## config.mk

```make
export PLATFORM = sky130hd
export DESIGN_NAME = uart_rx
export DESIGN_NICKNAME = d
export VERILOG_FILES = /design/src/rtl/uart_rx.sv
export SDC_FILE = /design/constraint.sdc
export NUM_CORES = 1
export LEC_CHECK = 0
export CAP_MARGIN = 5
export CELL_PAD_IN_SITES_DETAIL_PLACEMENT = 1
export CELL_PAD_IN_SITES_GLOBAL_PLACEMENT = 2
export CORE_MARGIN = 3
export CORE_UTILIZATION = 36
export CTS_CLUSTER_DIAMETER = 50
export DETAILED_ROUTE_END_ITERATION = 16
export PLACE_DENSITY_LB_ADDON = 0.1
export SKIP_CTS_REPAIR_TIMING = 1
export SLEW_MARGIN = 20
export SYNTH_ARGS = -nofsm -noshare
export SYNTH_HDL_FRONTEND = slang
export SYNTH_SLANG_ARGS = --single-unit
```

## constraint.sdc

```tcl
create_clock -name clk -period 5 [get_ports clk]
set_input_delay 1 -clock clk [delete_from_list [all_inputs] [get_ports clk]]
set_output_delay 1 -clock clk [all_outputs]
set_load 0.02 [all_outputs]
```

## src/rtl/uart_rx.sv

```systemverilog
// 8N1-style serial receiver: 2-flop synchronizer, mid-bit sampling FSM and a
// single-entry valid/ready holding register with frame-error and overrun pulses.
module uart_rx #(
    parameter int CLKS_PER_BIT = 16,
    parameter int DATA_BITS    = 8
) (
    input  logic                 clk,
    input  logic                 rst,
    input  logic                 rx,
    output logic [DATA_BITS-1:0] out_data,
    output logic                 out_valid,
    input  logic                 out_ready,
    output logic                 frame_err,
    output logic                 overrun,
    output logic                 busy
);

    localparam int CNT_W = $clog2(CLKS_PER_BIT);
    localparam int BIT_W = $clog2(DATA_BITS);
    localparam logic [CNT_W-1:0] HALF_LAST = CNT_W'(CLKS_PER_BIT / 2 - 1);
    localparam logic [CNT_W-1:0] BIT_LAST  = CNT_W'(CLKS_PER_BIT - 1);
    localparam logic [BIT_W-1:0] IDX_LAST  = BIT_W'(DATA_BITS - 1);

    typedef enum logic [2:0] {
        S_IDLE,
        S_START,
        S_DATA,
        S_STOP,
        S_WAIT_HIGH
    } state_t;

    state_t               state_q, state_d;
    logic [CNT_W-1:0]     cnt_q, cnt_d;
    logic [BIT_W-1:0]     bit_idx_q, bit_idx_d;
    logic [DATA_BITS-1:0] shift_q, shift_d;
    logic                 sync1_q, sync1_d;
    logic                 sync2_q, sync2_d;
    logic [DATA_BITS-1:0] out_data_q, out_data_d;
    logic                 out_valid_q, out_valid_d;
    logic                 frame_err_q, frame_err_d;
    logic                 overrun_q, overrun_d;
    logic                 rx_s;
    logic                 complete;

    assign rx_s = sync2_q;

    always_comb begin
        state_d     = state_q;
        cnt_d       = cnt_q;
        bit_idx_d   = bit_idx_q;
        shift_d     = shift_q;
        sync1_d     = rx;
        sync2_d     = sync1_q;
        out_data_d  = out_data_q;
        out_valid_d = out_valid_q;
        frame_err_d = 1'b0;
        overrun_d   = 1'b0;
        complete    = 1'b0;

        case (state_q)
            S_IDLE: begin
                if (!rx_s) begin
                    state_d = S_START;
                    cnt_d   = '0;
                end
            end
            S_START: begin
                if (cnt_q == HALF_LAST) begin
                    if (!rx_s) begin
                        state_d   = S_DATA;
                        cnt_d     = '0;
                        bit_idx_d = '0;
                    end else begin
                        state_d = S_IDLE;
                    end
                end else begin
                    cnt_d = cnt_q + CNT_W'(1);
                end
            end
            S_DATA: begin
                if (cnt_q == BIT_LAST) begin
                    cnt_d            = '0;
                    shift_d[bit_idx_q] = rx_s;
                    if (bit_idx_q == IDX_LAST) begin
                        state_d = S_STOP;
                    end else begin
                        bit_idx_d = bit_idx_q + BIT_W'(1);
                    end
                end else begin
                    cnt_d = cnt_q + CNT_W'(1);
                end
            end
            S_STOP: begin
                if (cnt_q == BIT_LAST) begin
                    if (rx_s) begin
                        complete = 1'b1;
                        state_d  = S_IDLE;
                    end else begin
                        frame_err_d = 1'b1;
                        state_d     = S_WAIT_HIGH;
                    end
                end else begin
                    cnt_d = cnt_q + CNT_W'(1);
                end
            end
            S_WAIT_HIGH: begin
                if (rx_s) begin
                    state_d = S_IDLE;
                end
            end
            default: state_d = S_IDLE;
        endcase

        // A finished word only displaces the held one if it is free or being taken now.
        if (complete) begin
            if (!out_valid_q || out_ready) begin
                out_data_d  = shift_q;
                out_valid_d = 1'b1;
            end else begin
                overrun_d = 1'b1;
            end
        end else if (out_valid_q && out_ready) begin
            out_valid_d = 1'b0;
        end
    end

    always_ff @(posedge clk) begin
        if (!rst) begin
            state_q     <= S_IDLE;
            cnt_q       <= '0;
            bit_idx_q   <= '0;
            shift_q     <= '0;
            sync1_q     <= 1'b1;
            sync2_q     <= 1'b1;
            out_data_q  <= '0;
            out_valid_q <= 1'b0;
            frame_err_q <= 1'b0;
            overrun_q   <= 1'b0;
        end else begin
            state_q     <= state_d;
            cnt_q       <= cnt_d;
            bit_idx_q   <= bit_idx_d;
            shift_q     <= shift_d;
            sync1_q     <= sync1_d;
            sync2_q     <= sync2_d;
            out_data_q  <= out_data_d;
            out_valid_q <= out_valid_d;
            frame_err_q <= frame_err_d;
            overrun_q   <= overrun_d;
        end
    end

    assign out_data  = out_data_q;
    assign out_valid = out_valid_q;
    assign frame_err = frame_err_q;
    assign overrun   = overrun_q;
    assign busy      = (state_q != S_IDLE);

endmodule

```

==> metrics.txt <==
Root Driver clkbuf_8; Crit Path Class in -> reg; DRC Markers 0; PortBufs 15; Mapped Nets 166; area leader, netlist dfxtp_1; yosys warns 0; fraction of layout cells with a size suffix above 1 5.92%; largest net degree at the start of global routing 27; GRT Total Usage 14.6%; leakage power 0.590 nW; Final ANT Viol Nets 0; startpoint class of the critical path input port; via count 1181; Seq/Total Area, Yosys 44.1%; outcome completed; Avg WL per Cell 14.2 um; drt first pass iters 4; Ant. Diodes 0; main combinational cell family by area after synthesis simple AND/OR/NAND/NOR gates; number of global-route vias before repair 1146; CTS tree built; R2R setup slack 2.84 ns; Synth top area share 44.1%; post-synthesis adder-cell area fraction 2.67%; Core ar. 3720 um^2; reg2reg path depth 4; Async SR Flop Fraction 0%; Worst EP required 5.20 ns; die area 4700 um^2; Tot Pwr 0.469 mW; nets@finish 176; EDFF count, synth 0; dpl ws 1.88 ns; post-route clock period utilization 57.1%; top post-synthesis cells by area dfxtp_1 44%, mux2i_1 5.7%, nand2_1 5.3%, a21oi_1 3.6%, nand3_1 3.6%; xor/xnor share of the synthesized area 0.622%; RSZ-0062 raised after global routing false; total gr overflow 0; Inst Count DP 210; final hold slack 0.428 ns; area delta synth->final 17.0%; Final Wtd Congestion 0.716; Reg-to-Reg End out_data[7]; Initial Util 37.9%; initial antenna violation count 0; VDD IR max 0.158 mV; Critical Path AT 3.06 ns; drt initial violations 51; fin util 44.3%; Die Width 68.5 um; # rows 22; Worst-Skew Late Latency 0.28 ns; final instance area 1650 um^2; Synth cell types 38; mapped cell area 1410 um^2; io pins 16; CTS sink cnt 31; Syn Area/Cell 8.85 um^2; Peak Freq 0.350 GHz; Min-Delay Path Class reg -> reg; Total Routed Length 3090 um; Setup crit end kind flip-flop; Yosys reg bits 31; Clock Pin Slew Worst Setup and Hold Paths 0.06 ns; Via density 5.44; H-tree levels 2; DP Area 1560 um^2; origin of the critical flop-to-flop path state_q[1]; crit path max fanout 26; mux cell area share after synthesis 5.69%; Slew @ Worst Pin 0.957 ns; Post-Synth Simple-Gate Area 26.8%; Worst Clk Skew 0.00730 ns; Final Hold Violating Endpoints 0; post-route setup slack 2.14 ns; Max-cap violations 0; start point of the critical path rst; Syn Inst Count 159; Setup-failing EPs final 0; clk buf depth 2; pwr dens 285 nW/um^2; Compound-Gate Fraction of Synth Area 15.1%; commonest non-fill, non-tap cell in the layout dfxtp_1; TritonCTS buffer count 5; Final Max Slew Viols 0; Cell Count, Final, Fillers Out 217; Setup crit end cnt_q[1]; fin crit period 2.86 ns; setup tns final 0 ns; Slew Limit Headroom 36.0%; first-pass GRT wire length 5090 um; Main synth FF type dfxtp_1; DP Wirelength 2190 um; Die Ht 68.5 um; commonest non-fill, non-tap cells in the layout 31 x dfxtp_1, 20 x nand2_1, 15 x clkdlybuf4s50_1, 10 x a21oi_1, 10 x nand3_1
## logic make-up after synthesis
group	Yosys count
compound gates	35
xor+xnor	1
fa+ha+maj	3
buf+inv	15
flops	31
mux	8
simple gates	66
## critical path, cell delays in order
cell and delay, ns:
clkdlybuf4s50_1 1.10, inv_1 0.30, nor2_1 0.24, o221ai_1 0.20, o22ai_1 0.21
## synth_stat cells, types with 4 or more instances
cell type,instances
a21oi_1,10
buf_2,5
clkbuf_1,6
dfxtp_1,31
mux2i_1,8
nand2_1,20
nand2b_1,6
nand3_1,10
nor2_1,8
o21ai_1,9
o22ai_1,4
## area by class of cell
| class | count | area [um^2] |
|---|---|---|
| multi-input combinational | 113 | 717 |
| fill | 438 | 2070 |
| sequential | 31 | 621 |
| clock buffer | 6 | 82.6 |
| timing repair buffer | 15 | 150 |
| clock inverter | 1 | 5.00 |
| inverter | 3 | 11.3 |
| tap | 48 | 60.1 |
## flip-flops by register name (all words and copies together), names as in the netlist
| register | count |
|---|---|
| out_valid | 1 |
| state_q | 3 |
| overrun | 1 |
| out_data | 8 |
| rx_s | 1 |
| cnt_q | 4 |
| shift_q | 8 |
| sync1_q | 1 |
| frame_err | 1 |
| bit_idx_q | 3 |
## how the worst min path moves through the flow
stage / startpoint / cells after the start / slack, ns / to
final: sync1_q / 1 / 0.43 / rx_s
after global routing: sync1_q / 1 / 0.46 / rx_s
after CTS: sync1_q / 1 / 0.44 / rx_s
after detailed placement: sync1_q / 1 / 0.42 / rx_s
after global placement: sync1_q / 1 / 0.39 / rx_s
after floorplan: sync1_q / 1 / 0.39 / rx_s
## routing by layer
metal	GRT usage [%]	vias up	wire [um]	part of all wire (%)
met4	6.70	0	49	1.6
met2	24.9	15	1490	48
met1	17.0	576	1460	47
li1	-	586	-	-
met3	3.89	4	83	2.7
met5	0	-	0	0
## power breakdown
part           leakage, nW  internal [mW]  switching (mW)
sequential           0.250          0.249         0.00329
combinational        0.292        0.00789          0.0105
clock               0.0470          0.108          0.0911
Power figures use the tool's default switching activity.
